### src/rtl/icache_line_fill_if.sv
// Pipelined Wishbone read channel between the line-fill master and the
// instruction-side memory port.
interface icache_line_fill_if #(
    parameter int AW = 32,
    parameter int MW = 64
);
    logic          cyc;
    logic          stb;
    logic [AW-1:0] addr;
    logic          stall;
    logic          ack;
    logic          err;
    logic [MW-1:0] data;

    modport master (output cyc, stb, addr, input  stall, ack, err, data);
    modport slave  (input  cyc, stb, addr, output stall, ack, err, data);
endinterface

### src/rtl/icache_line_fill.sv
// L1i line refill: issues LINE_BEATS pipelined Wishbone reads for one aligned
// line and streams the acknowledged beats, in order, into the data array.
module icache_line_fill #(
    parameter  int AW         = 32,
    parameter  int MW         = 64,
    parameter  int LINE_BEATS = 4,
    localparam int BW         = MW / 8,
    localparam int LINE_BYTES = LINE_BEATS * BW,
    localparam int IW         = $clog2(LINE_BEATS)
) (
    input  logic                   i_clk,
    input  logic                   i_reset,
    input  logic                   i_req,
    input  logic [AW-1:0]          i_req_addr,
    output logic                   o_busy,
    output logic                   o_done,
    output logic                   o_err,
    output logic                   o_fill_we,
    output logic [IW-1:0]          o_fill_idx,
    output logic [MW-1:0]          o_fill_data,
    icache_line_fill_if.master     wb
);

    typedef enum logic [1:0] {IDLE, ISSUE, DRAIN, FINISH} state_t;

    localparam logic [AW-1:0] OFF_MASK = AW'(LINE_BYTES - 1);
    localparam logic [IW:0]   CNT_LAST = (IW+1)'(LINE_BEATS - 1);
    localparam logic [IW:0]   CNT_FULL = (IW+1)'(LINE_BEATS);

    // Every output lives in this register bundle, so nothing on the bus side
    // is combinationally derived from a bus input.
    typedef struct packed {
        state_t        state;
        logic          busy;
        logic          done;
        logic          err;
        logic          fill_we;
        logic [IW-1:0] fill_idx;
        logic [MW-1:0] fill_data;
        logic          cyc;
        logic          stb;
        logic [AW-1:0] addr;
        logic [IW:0]   issued;
        logic [IW:0]   acked;
    } regs_t;

    regs_t r, rn;

    logic          accept;
    logic          ack_ok;
    logic          bus_err;
    logic [AW-1:0] line_base;
    logic [AW-1:0] next_addr;

    assign accept    = r.stb && !wb.stall;
    assign ack_ok    = r.cyc && wb.ack && !wb.err && (r.acked < CNT_FULL);
    assign bus_err   = r.cyc && wb.err;
    assign line_base = i_req_addr & ~OFF_MASK;
    // Offset wraps inside the line so the held address never leaves it.
    assign next_addr = (r.addr & ~OFF_MASK) | ((r.addr + AW'(BW)) & OFF_MASK);

    always_ff @(posedge i_clk) begin
        if (i_reset) r <= '0;
        else         r <= rn;
    end

    always_comb begin
        rn         = r;
        rn.done    = 1'b0;
        rn.err     = 1'b0;
        rn.fill_we = 1'b0;

        case (r.state)
            IDLE: begin
                if (i_req) begin
                    rn.state  = ISSUE;
                    rn.addr   = line_base;
                    rn.cyc    = 1'b1;
                    rn.stb    = 1'b1;
                    rn.issued = '0;
                    rn.acked  = '0;
                end
            end
            ISSUE, DRAIN: begin
                if (accept) begin
                    rn.issued = r.issued + 1'b1;
                    rn.addr   = next_addr;
                    if (r.issued == CNT_LAST) begin
                        rn.stb   = 1'b0;
                        rn.state = DRAIN;
                    end
                end
                if (ack_ok) begin
                    rn.fill_we   = 1'b1;
                    rn.fill_idx  = r.acked[IW-1:0];
                    rn.fill_data = wb.data;
                    rn.acked     = r.acked + 1'b1;
                    if (r.acked == CNT_LAST) begin
                        rn.cyc   = 1'b0;
                        rn.stb   = 1'b0;
                        rn.done  = 1'b1;
                        rn.state = FINISH;
                    end
                end
            end
            FINISH:  rn.state = IDLE;
            default: rn.state = IDLE;
        endcase

        // A bus error abandons the line; it outranks any ack in the same cycle.
        if (bus_err) begin
            rn.state   = IDLE;
            rn.cyc     = 1'b0;
            rn.stb     = 1'b0;
            rn.err     = 1'b1;
            rn.done    = 1'b0;
            rn.fill_we = 1'b0;
        end

        rn.busy = (rn.state != IDLE);
    end

    assign o_busy      = r.busy;
    assign o_done      = r.done;
    assign o_err       = r.err;
    assign o_fill_we   = r.fill_we;
    assign o_fill_idx  = r.fill_idx;
    assign o_fill_data = r.fill_data;
    assign wb.cyc      = r.cyc;
    assign wb.stb      = r.stb;
    assign wb.addr     = r.addr;

endmodule

### src/flat_wrapper.sv
// flat-port wrapper written by rule: the top's interface ports become plain ports
module icache_line_fill_flat 
#(
    parameter  int AW         = 32,
    parameter  int MW         = 64,
    parameter  int LINE_BEATS = 4,
    localparam int BW         = MW / 8,
    localparam int LINE_BYTES = LINE_BEATS * BW,
    localparam int IW         = $clog2(LINE_BEATS)
)
  (i_clk, i_reset, i_req, i_req_addr, o_busy, o_done, o_err, o_fill_we, o_fill_idx, o_fill_data, wb_cyc, wb_stb, wb_addr, wb_stall, wb_ack, wb_err, wb_data);
  icache_line_fill_if #(.AW(AW), .MW(MW)) wb_i ();
  input  logic i_clk;
  input  logic i_reset;
  input  logic i_req;
  input  logic [AW-1:0] i_req_addr;
  output logic o_busy;
  output logic o_done;
  output logic o_err;
  output logic o_fill_we;
  output logic [IW-1:0] o_fill_idx;
  output logic [MW-1:0] o_fill_data;
  output wire logic [$bits(wb_i.cyc)-1:0] wb_cyc;
  output wire logic [$bits(wb_i.stb)-1:0] wb_stb;
  output wire logic [$bits(wb_i.addr)-1:0] wb_addr;
  input wire logic [$bits(wb_i.stall)-1:0] wb_stall;
  input wire logic [$bits(wb_i.ack)-1:0] wb_ack;
  input wire logic [$bits(wb_i.err)-1:0] wb_err;
  input wire logic [$bits(wb_i.data)-1:0] wb_data;
  assign wb_cyc = wb_i.cyc;
  assign wb_stb = wb_i.stb;
  assign wb_addr = wb_i.addr;
  assign wb_i.stall = wb_stall;
  assign wb_i.ack = wb_ack;
  assign wb_i.err = wb_err;
  assign wb_i.data = wb_data;
  icache_line_fill #(.AW(AW), .MW(MW), .LINE_BEATS(LINE_BEATS)) u_core (.i_clk(i_clk), .i_reset(i_reset), .i_req(i_req), .i_req_addr(i_req_addr), .o_busy(o_busy), .o_done(o_done), .o_err(o_err), .o_fill_we(o_fill_we), .o_fill_idx(o_fill_idx), .o_fill_data(o_fill_data), .wb(wb_i));
endmodule
### config.mk
export PLATFORM = sky130hd
export DESIGN_NAME = icache_line_fill_flat
export DESIGN_NICKNAME = d
export VERILOG_FILES = /design/src/rtl/icache_line_fill_if.sv /design/src/rtl/icache_line_fill.sv /design/src/flat_wrapper.sv
export SDC_FILE = /design/constraint.sdc
export NUM_CORES = 1
export LEC_CHECK = 0
export CORE_ASPECT_RATIO = 2
export CORE_UTILIZATION = 38
export CTS_CLUSTER_DIAMETER = 120
export CTS_CLUSTER_SIZE = 30
export DETAILED_ROUTE_END_ITERATION = 8
export PLACE_DENSITY = 0.76
export SKIP_LAST_GASP = 1
export SLEW_MARGIN = 10
export SYNTH_ARGS = -nofsm -noshare
export SYNTH_HDL_FRONTEND = slang
export SYNTH_SLANG_ARGS = --single-unit
### constraint.sdc
create_clock -name i_clk -period 1.7 [get_ports i_clk]
set_input_delay 0.34 -clock i_clk [delete_from_list [all_inputs] [get_ports i_clk]]
set_output_delay 0.34 -clock i_clk [all_outputs]
set_load 0.03 [all_outputs]
==> impl_metrics.json <==
{
  "post-route-min-period_ns": 1.654,
  "p_leak_uw": 0.003169,
  "via_per_inst": 4.746,
  "period_share": 0.9732,
  "setup-violations-final": 0,
  "status": "complete, no violations",
  "cts_tree": "yes",
  "start_util": 0.3921,
  "root_buffer": "clkbuf_16",
  "yosys.area_share.adder": 0.01301,
  "slowest_delay_ns": 0.66,
  "finClkSkew_ns": 0.006930,
  "track_usage": 0.1762,
  "fp.coreArea_um2": 12270,
  "yosysWarnings": 0,
  "cp-start-kind": "flop",
  "ys_ff_latch": 109,
  "whs_ns": 0.3817,
  "dieWidth_um": 81.55,
  "drive_above_1_share": 0.1014,
  "area_growth_pct": 38.03,
  "max_clock_freq_mhz": 604.4,
  "synth_xor_area_frac": 0,
  "finalNetCount": 802,
  "place.gp.congestion": 0.8205,
  "grt_max_degree": 61,
  "synth.cell_area_um2": 4810,
  "dp_hpwl_mm": 8.997,
  "cap_violations": 0,
  "vias": 4020,
  "ys_seq_area_frac": 0.4537,
  "rr_worst_depth": 6,
  "min_path_cells": 2,
  "ir_drop_uv": 461.7,
  "drtPass1Iterations": 4,
  "cts-buffers-inserted": 9,
  "drt_iter0_drc": 125,
  "clk_latency_ns": 0.34,
  "critPathKind": "flop to output pin",
  "route.met2.wl_mm": 6.389,
  "required_ns": 1.36,
  "m1WireLength_mm": 4.338,
  "synth_mux_area_frac": 0.006764,
  "cp.arrival_ns": 1.31,
  "powerDensity_nw_per_um2": 873.7,
  "critPathMaxFanout": 1,
  "critical_path_depth": 1,
  "slowest_stage": "clkdlybuf4s50_1",
  "synth_area_per_cell_um2": 8.097,
  "clk_pin_slew_ns": 0.08,
  "ys.flop_type": "dfxtp_1",
  "synth_enable_flop_cells": 0,
  "drtAntennaViolNets": 0,
  "cp_top_family": "buffers and inverters",
  "fp.dieH_um": 161.1,
  "grt_pass1_vias": 3877,
  "grt_pass1_wl_mm": 17.86,
  "synth-async-reset-ratio": 0,
  "synth.distinct_cells": 37,
  "end_kind": "output pin",
  "synth_compound_area_frac": 0.1368,
  "htreeDepth": 3,
  "portBuffers": 197,
  "overflow": 0,
  "antenna_found_initial": 0,
  "cts_buffer_depth": 2,
  "path_buf_inv": 1,
  "io_pins": 206,
  "final_hold_viol_count": 0,
  "cts_sinks": 109,
  "synth_simple_gate_area_frac": 0.1881,
  "finalMaxSlewViolations": 0,
  "top_layer": "met4",
  "rsz0062_at_grt": "no",
  "fp-row-count": 57,
  "tns_ns": 0,
  "postCtsHoldBufs": 0,
  "antennaDiodeCount": 0,
  "synth_top_cell_by_area": "dfxtp_1",
  "synth_top_family_by_area": "buffers and inverters",
  "finalWirelength_mm": 11.94,
  "drt-wirelength-per-cell_um": 14.10,
  "syn_inst": 594,
  "route.detailed.drc": 0,
  "hold_path_class": "primary input to flop",
  "wl_met3_um": 677,
  "synth_top_cells_by_area": "dfxtp_1 (45%), buf_4 (16%), nand2_1 (14%)",
  "path_cells": "clkdlybuf4s50_1",
  "post-cts-setup-buffers": 0,
  "die-area_um2": 13140,
  "synth_top_cell_area_share": 0.4537
}
registers in the layout (all words and copies together), names as in the netlist:
signal              count
u_core.r                8
u_core.wb.addr         29
u_core.o_fill_data     64
u_core.o_fill_idx       2
u_core.o_err            1
u_core.o_busy           1
u_core.wb.cyc           1
u_core.o_fill_we        1
u_core.wb.stb           1
u_core.o_done           1
power by group:
| group | internal, µW | switching [µW] |
|---|---|---|
| clock network | 1310 | 971 |
| logic | 413 | 437 |
| registers | 2630 | 39.1 |
stage by stage:
stage	power, µW	std cells	cell area [µm²]	worst slack, ns	utilization
6_report	5800	847	6639	0.04557	0.5412
5_1_grt	6054	847	6639	0.01376	0.5412
4_1_cts	5889	847	6564	0.0003245	0.5351
3_5_place_dp	3619	831	6319	-0.2950	0.5151
3_3_place_gp	3600	831	6319	-0.2511	0.5151
2_1_floorplan	3217	596	4817	0.01395	-
cell families (layout without fill, tap and decap cells):
kind of cell             after synthesis  after routing
buffers and inverters                140            244
flip-flops                           109            109
AO/OA/AOI/OAI                        115            115
other                                  1              3
adder cells (fa/ha/maj)                5              5
AND/OR/NAND/NOR                      221            221
multiplexers                           3              3
worst paths after layout:
path                                             start                      to  slack, ns
worst max-delay path                  u_core.o_fill_we               o_fill_we       0.05
worst min-delay path                           i_reset  u_core.o_fill_data[17]       0.38
worst max register to register           u_core.r[111]      u_core.wb.addr[15]       0.13
worst min register to register  u_core.o_fill_data[31]  u_core.o_fill_data[31]       0.45
synth_stat cells (all sizes together), types with 2 or more instances:
master,count
nand2,191
buf,115
dfxtp,109
a21oi,102
clkbuf,19
nor2,12
inv,6
ha,5
nand2b,5
a2bb2oi,3
o21ai,3
mux2,2
nand3,2
nand3b,2
nand4b,2
or2,2
routing by layer:
metal	GRT usage	vias up
li1	-	1999
met1	0.1739	1850
met2	0.3231	140
met3	0.03164	31
met4	0.1088	0
met5	0	-
cell type report:
type / count / area [µm²]
Tap cell: 147 / 183.9
Clock buffer: 9 / 225.2
Timing Repair Buffer: 222 / 2243
Sequential cell: 109 / 2182
Fill cell: 1136 / 5628
Inverter: 6 / 22.52
Multi-Input combinational cell: 347 / 1678
Clock inverter: 7 / 103.9
timing repair:
action	4_1_cts	5_1_grt
setup endpoints to repair	70	45
gates cloned	0	0
endpoints found under the hold margin	0	0
gates resized for setup	70	31
worst register-to-register path, cell delays in order, from the launching register on:
cell     delay (ns)
dfxtp_1        0.30
inv_1          0.08
ha_2           0.35
or2_2          0.39
buf_12         0.18
nand2_1        0.08
a21oi_1        0.06
placed cells by master, fill, tap and decap left out, types with 2 or more instances in the layout:
master,n
clkinvlp_4,2
nand3b_1,2
ha_1,4
nand2_1,182
buf_4,18
a21oi_2,12
a21oi_1,90
a2bb2oi_1,3
nand3_1,2
dfxtp_1,109
clkbuf_16,9
o21ai_0,3
bufinv_16,2
inv_6,2
clkdlybuf4s50_1,98
nand4b_1,2
mux2_2,2
nand2b_1,5
buf_12,8
inv_1,6
conb_1,3
dlymetal6s2s_1,29
nor2_1,12
dlygate4sd2_1,69
nand2_2,9
Power figures use the tool's default switching activity.
